**config.mk**
```make
export PLATFORM = sky130hd
export DESIGN_NAME = esm_report_arbiter
export DESIGN_NICKNAME = d
export VERILOG_FILES = /design/src/rtl/esm_pkg.sv /design/src/rtl/esm_rr_select.sv /design/src/rtl/esm_report_arbiter.sv
export SDC_FILE = /design/constraint.sdc
export NUM_CORES = 1
export LEC_CHECK = 0
export ABC_AREA = 1
export BUFFER_PORTS_ARGS = -buffer_cell sky130_fd_sc_hd__buf_2
export CAP_MARGIN = 20
export CORE_UTILIZATION = 29
export CTS_CLUSTER_SIZE = 40
export DETAILED_ROUTE_END_ITERATION = 8
export GPL_TIMING_DRIVEN = 0
export PLACE_DENSITY = 0.55
export SYNTH_ARGS = -nofsm -noshare
export SYNTH_HDL_FRONTEND = slang
export SYNTH_SLANG_ARGS = --single-unit
```
**constraint.sdc**
```tcl
create_clock -name Clk -period 1.8 [get_ports Clk]
set_input_delay 0.18 -clock Clk [delete_from_list [all_inputs] [get_ports Clk]]
set_output_delay 0.18 -clock Clk [all_outputs]
set_load 0.02 [all_outputs]
```
**src/rtl/esm_pkg.sv**
```systemverilog
// Shared types and constants for the ESM receiver report path.
package esm_pkg;

  typedef enum logic [1:0] {
    S_IDLE   = 2'd0,
    S_ACTIVE = 2'd1,
    S_DRAIN  = 2'd2
  } esm_report_arbiter_state_t;

  localparam int unsigned esm_report_max_packet_words = 1024;

endpackage : esm_pkg

```
**src/rtl/esm_rr_select.sv**
```systemverilog
// Combinational round-robin pick: first asserted request after last_grant, wrapping.
module esm_rr_select #(
  parameter int unsigned NUM_INPUTS = 3
) (
  input  logic [NUM_INPUTS-1:0]         request,
  input  logic [$clog2(NUM_INPUTS)-1:0] last_grant,
  output logic                          any_request,
  output logic [$clog2(NUM_INPUTS)-1:0] grant_index
);

  localparam int unsigned IDX_W = $clog2(NUM_INPUTS);

  int unsigned idx;
  logic        found;

  // Scan indices last_grant+1 .. last_grant+NUM_INPUTS, taking the first requester.
  always_comb begin
    any_request = |request;
    grant_index = '0;
    found       = 1'b0;
    idx         = 0;
    for (int unsigned k = 1; k <= NUM_INPUTS; k++) begin
      idx = 32'(last_grant) + k;
      if (idx >= NUM_INPUTS) begin
        idx = idx - NUM_INPUTS;
      end
      if (!found && request[IDX_W'(idx)]) begin
        found       = 1'b1;
        grant_index = IDX_W'(idx);
      end
    end
  end

endmodule : esm_rr_select

```
**src/rtl/esm_report_arbiter.sv**
```systemverilog
// Packet-atomic round-robin merge of report sources onto one registered AXI-stream.
// Overlong packets are cut at MAX_PACKET_WORDS and their remainder is drained.
module esm_report_arbiter
  import esm_pkg::*;
#(
  parameter int unsigned NUM_INPUTS       = 3,
  parameter int unsigned AXI_DATA_WIDTH   = 32,
  parameter int unsigned MAX_PACKET_WORDS = esm_report_max_packet_words
) (
  input  logic                                 Clk,
  input  logic                                 Resetn,
  input  logic [NUM_INPUTS-1:0]                S_axis_valid,
  input  logic [NUM_INPUTS*AXI_DATA_WIDTH-1:0] S_axis_data,
  input  logic [NUM_INPUTS-1:0]                S_axis_last,
  output logic [NUM_INPUTS-1:0]                S_axis_ready,
  output logic                                 M_axis_valid,
  output logic [AXI_DATA_WIDTH-1:0]            M_axis_data,
  output logic                                 M_axis_last,
  input  logic                                 M_axis_ready,
  output logic [$clog2(NUM_INPUTS)-1:0]        Grant_index,
  output logic                                 Grant_active,
  output logic                                 Error_truncated
);

  localparam int unsigned IDX_W = $clog2(NUM_INPUTS);
  localparam int unsigned CNT_W = $clog2(MAX_PACKET_WORDS + 1);

  esm_report_arbiter_state_t state_q, state_d;
  logic [IDX_W-1:0]          grant_q, grant_d;
  logic [IDX_W-1:0]          last_grant_q, last_grant_d;
  logic [CNT_W-1:0]          count_q, count_d;
  logic                      m_valid_q, m_valid_d;
  logic [AXI_DATA_WIDTH-1:0] m_data_q, m_data_d;
  logic                      m_last_q, m_last_d;
  logic                      err_q, err_d;

  logic [AXI_DATA_WIDTH-1:0] src_data [NUM_INPUTS];
  logic                      any_request;
  logic [IDX_W-1:0]          pick;
  logic                      out_free;
  logic                      sel_valid;
  logic                      sel_last;
  logic [AXI_DATA_WIDTH-1:0] sel_data;

  for (genvar i = 0; i < NUM_INPUTS; i++) begin : g_unpack
    assign src_data[i] = S_axis_data[i*AXI_DATA_WIDTH +: AXI_DATA_WIDTH];
  end

  esm_rr_select #(
    .NUM_INPUTS(NUM_INPUTS)
  ) u_rr_select (
    .request     (S_axis_valid),
    .last_grant  (last_grant_q),
    .any_request (any_request),
    .grant_index (pick)
  );

  assign out_free  = !m_valid_q || M_axis_ready;
  assign sel_valid = S_axis_valid[grant_q];
  assign sel_last  = S_axis_last[grant_q];
  assign sel_data  = src_data[grant_q];

  // Next-state, source ready, output-register load and word counting.
  always_comb begin
    state_d      = state_q;
    grant_d      = grant_q;
    last_grant_d = last_grant_q;
    count_d      = count_q;
    m_valid_d    = m_valid_q;
    m_data_d     = m_data_q;
    m_last_d     = m_last_q;
    err_d        = 1'b0;
    S_axis_ready = '0;

    // A consumed word empties the stage unless a new transfer reloads it below.
    if (out_free) begin
      m_valid_d = 1'b0;
    end

    case (state_q)
      S_IDLE: begin
        if (any_request) begin
          grant_d      = pick;
          last_grant_d = pick;
          count_d      = '0;
          state_d      = S_ACTIVE;
        end
      end
      S_ACTIVE: begin
        S_axis_ready[grant_q] = out_free;
        if (sel_valid && out_free) begin
          m_valid_d = 1'b1;
          m_data_d  = sel_data;
          m_last_d  = sel_last;
          if (sel_last) begin
            count_d = '0;
            state_d = S_IDLE;
          end else if (count_q == CNT_W'(MAX_PACKET_WORDS - 1)) begin
            // Final legal word without last: close the packet here and drop the rest.
            m_last_d = 1'b1;
            err_d    = 1'b1;
            count_d  = '0;
            state_d  = S_DRAIN;
          end else begin
            count_d = count_q + CNT_W'(1);
          end
        end
      end
      S_DRAIN: begin
        S_axis_ready[grant_q] = 1'b1;
        if (sel_valid && sel_last) begin
          state_d = S_IDLE;
        end
      end
      default: begin
        state_d = S_IDLE;
      end
    endcase
  end

  // State, grant, counter and output register with synchronous active-low reset.
  always_ff @(posedge Clk) begin
    if (!Resetn) begin
      state_q      <= S_IDLE;
      grant_q      <= '0;
      last_grant_q <= IDX_W'(NUM_INPUTS - 1);
      count_q      <= '0;
      m_valid_q    <= 1'b0;
      m_data_q     <= '0;
      m_last_q     <= 1'b0;
      err_q        <= 1'b0;
    end else begin
      state_q      <= state_d;
      grant_q      <= grant_d;
      last_grant_q <= last_grant_d;
      count_q      <= count_d;
      m_valid_q    <= m_valid_d;
      m_data_q     <= m_data_d;
      m_last_q     <= m_last_d;
      err_q        <= err_d;
    end
  end

  assign M_axis_valid    = m_valid_q;
  assign M_axis_data     = m_data_q;
  assign M_axis_last     = m_last_q;
  assign Grant_index     = grant_q;
  assign Grant_active    = (state_q != S_IDLE);
  assign Error_truncated = err_q;

endmodule : esm_report_arbiter

```
==> reports/results.txt <==
run status: complete, no violations
register area: 1023 µm²
Placed Area: 3842 µm²
share of the synthesized area in the top cell type: 34.62%
depth of the worst register-to-register path: 10
initial antenna violation count: 0
Slew Limit Fails: 0
vias per cell: 4.833
Synth Warn #: 0
area grow syn2layout: 39.20%
Routed WL per cell: 13.64 µm
detailed-route DRC error count: 0
register area share after synthesis: 34.62%
I/O pin total: 146
GRT met1 Usage: 22.49%
die height: 102.8 µm
worst hold start: S_axis_data[78]
GPL Wtd Cong: 0.8402
CTS tree: yes
clock sinks: 51
Max transition margin: 64.92%
Max Clk Rate: 586.9 MHz
hpwl dp: 7336 µm
gr ovfl total: 0
Synth Cell Area: 2949 µm²
Least-Margin Pin Slew: 0.5262 ns
Skew-Pair Late Insertion Delay: 0.32 ns
unrepaired setup endpoints after global routing: no
TritonRoute pass-1 iters: 4
die area: 10580 µm²
Max clock buf depth: 2
CP max FO: 8
syn nets: 526
Hold Path Sink: M_axis_data[14]
critical path required time: 1.97 ns
grt peak-use layer: met2
Initial DRC Count: 114
fin crit period: 1.704 ns
routed wire length: 9617 µm
Data arrival, critical path: 1.87 ns
area occupied by multi-input gates: 1737 µm²
final hold viol count: 0
Crit Path Class: reg2reg
Final setup violation count: 0
number of global-route vias before repair: 3179
met3 Track Usage GR: 4.814%
Worst R2R Setup Slack: 0.1 ns
HP Class: in2reg
Cell Pwr Density: 1525 nW/µm²
# hold bufs at CTS: 0
peak supply drop: 0.5959 mV
routed vias: 3407
endpoint type of the worst setup path: flop
Setup Skew: 0.01435 ns
final worst-path cycle share: 94.66%
die width: 102.8 µm
aggregate global-route resource usage: 18.63%
total negative slack: 0 ns
ANT cells: 0
first-pass GRT wire length: 15240 µm
CP Launch Type: flop
Clock Root Buffer: clkbuf_8
reg2reg end: last_grant_q[1]
Fillers: 1109
Finished Cell Area: 4105 µm²
I/O Buffers: 145
area leader, netlist: dfxtp_1
hold path cells: 3
final antenna-violating net count: 0
max-cap violation count: 0
Synth Instances: 414
P_leak: 2.052 nW
largest net degree at the start of global routing: 18
met2 usage: 32.46%
Starting Density: 30.03%
CTS buffer count: 5
Core Region: 9819 µm²
Seq cells post-synth: 51
Synth area leaders: dfxtp_1, nand2_1, o211a_1
Netlist cell types: 33
hold_ws: 0.1153 ns
Avg Inst Size Synth: 7.123 µm²
Power, Total: 0.006262 W
r2r startpoint: Grant_index[0]
CTS H-tree depth: 2
layout cells sized above 1: 35.49%
Nets: 683
FP Rows: 36
clock transition at the registers of the reported paths: 0.11 ns
## flip-flops by register name, indices dropped and copies added, names as in the netlist, named ones only
register	count
M_axis_data	32
last_grant_q	1
Grant_index	2
M_axis_last	1
state_q	2
count_q	11
Error_truncated	1
## through the flow
| step | instances | worst slack (ns) | utilization [%] |
|---|---|---|---|
| detailed placement | 692 | -0.2220 | 39.13 |
| finish | 705 | 0.09608 | 41.81 |
| CTS | 700 | 0.005791 | 40.79 |
| global route | 705 | 0.006598 | 41.81 |
| global placement | 692 | -0.1926 | 39.13 |
| floorplan | 414 | 0.02089 | - |
## worst max-delay path, cell delays in order, from the launching register on
cell      delay (ns)
dfxtp_2         0.37
buf_8           0.14
inv_6           0.05
ha_4            0.30
nor2_2          0.05
nor2_2          0.15
nand2_1         0.08
a31oi_1         0.19
nand2_1         0.08
nand2_2         0.07
o211ai_1        0.09
## power breakdown
group / total (W) / internal (W) / switching (W)
clock: 0.000845 / 0.000422 / 0.000422
combinational: 0.00373 / 0.00136 / 0.00237
sequential: 0.00169 / 0.00148 / 0.000207
total: 0.00626 / 0.00326 / 0.00300
## cells by family (layout without fill, tap and decap cells)
group,count (synthesis),after routing,share of synthesized area [%]
flip-flops,51,51,34.62
AND/OR/NAND/NOR,218,218,33.52
buffers and inverters,55,213,8.782
XOR/XNOR,4,4,1.188
AO/OA/AOI/OAI,79,79,18.92
adder cells (fa/ha/maj),7,7,2.970
## placed cells by master (no fill, tap or decap), types with 5 or more instances in the layout
master | netlist | routed
nand4_1 | 31 | 31
o211a_1 | 22 | 22
ha_1 | 7 | 5
a21oi_1 | 11 | 10
clkbuf_1 | 12 | 9
nand2_1 | 128 | 127
nand3_1 | 11 | 10
clkbuf_8 | 0 | 5
o21ai_1 | 5 | 7
dfxtp_1 | 51 | 49
inv_1 | 26 | 25
buf_4 | 6 | 10
a22oi_1 | 10 | 10
a31oi_1 | 13 | 13
buf_2 | 0 | 145
nor2_1 | 28 | 22
nor2_2 | 1 | 6
nor3_1 | 8 | 8
o21ai_0 | 14 | 11
## worst max path at each step
stage | to | cells past startpoint | from | slack [ns]
2_1_floorplan | Grant_index[0] | 12 | Grant_index[0] | 0.02
3_3_place_gp | Grant_index[1] | 11 | Grant_index[0] | -0.19
3_5_place_dp | Grant_index[1] | 11 | Grant_index[0] | -0.22
4_1_cts | state_q[1] | 9 | count_q[1] | 0.006
5_1_grt | M_axis_data[16] | 7 | Grant_index[1] | 0.007
6_report | last_grant_q[1] | 10 | Grant_index[0] | 0.1
## cells in the mapped netlist
cell type and count:
nor2_1 28, o21ai_1 5, nand3_1 11, a21oi_1 11, buf_6 4, nand2_2 1, a31oi_1 13, dfxtp_1 51
buf_1 2, or2_2 1, buf_4 6, a22oi_1 10, o211a_1 22, nand2_4 2, nor2_2 1, nor4_2 1
nand2_1 128, o211ai_1 1, clkbuf_1 12, clkinv_1 2, o21bai_1 2, ha_1 7, inv_2 3, nand3_2 2
inv_1 26, xnor2_1 1, nor2_4 3, o21ai_0 14, xor2_1 3, nor3_1 8, nand4_1 31, o21ai_2 1
nor4_1 1
## timing repair
| action | in CTS | in global routing |
|---|---|---|
| pin swaps | 1 | 7 |
| setup buffers | 1 | 5 |
| gates resized for setup | 12 | 22 |
| endpoints found under the setup margin | 9 | 54 |
## area by class of cell
type	count	area share, %
buffer	23	3.657
inverter	31	3.139
clock buffer	5	1.676
tap	133	4.054
multi-input combinational	308	42.30
clock inverter	3	1.158
sequential	51	24.93
timing repair buffer	151	19.08
## routing by layer
| layer | vias to the layer above | part of all wire (%) |
|---|---|---|
| met1 | 1539 | 44 |
| met4 | 0 | 1.9 |
| li1 | 1730 | - |
| met3 | 15 | 7.1 |
| met2 | 123 | 47 |
| met5 | - | 0 |
Note: power is estimated with default switching activity, not from simulation.
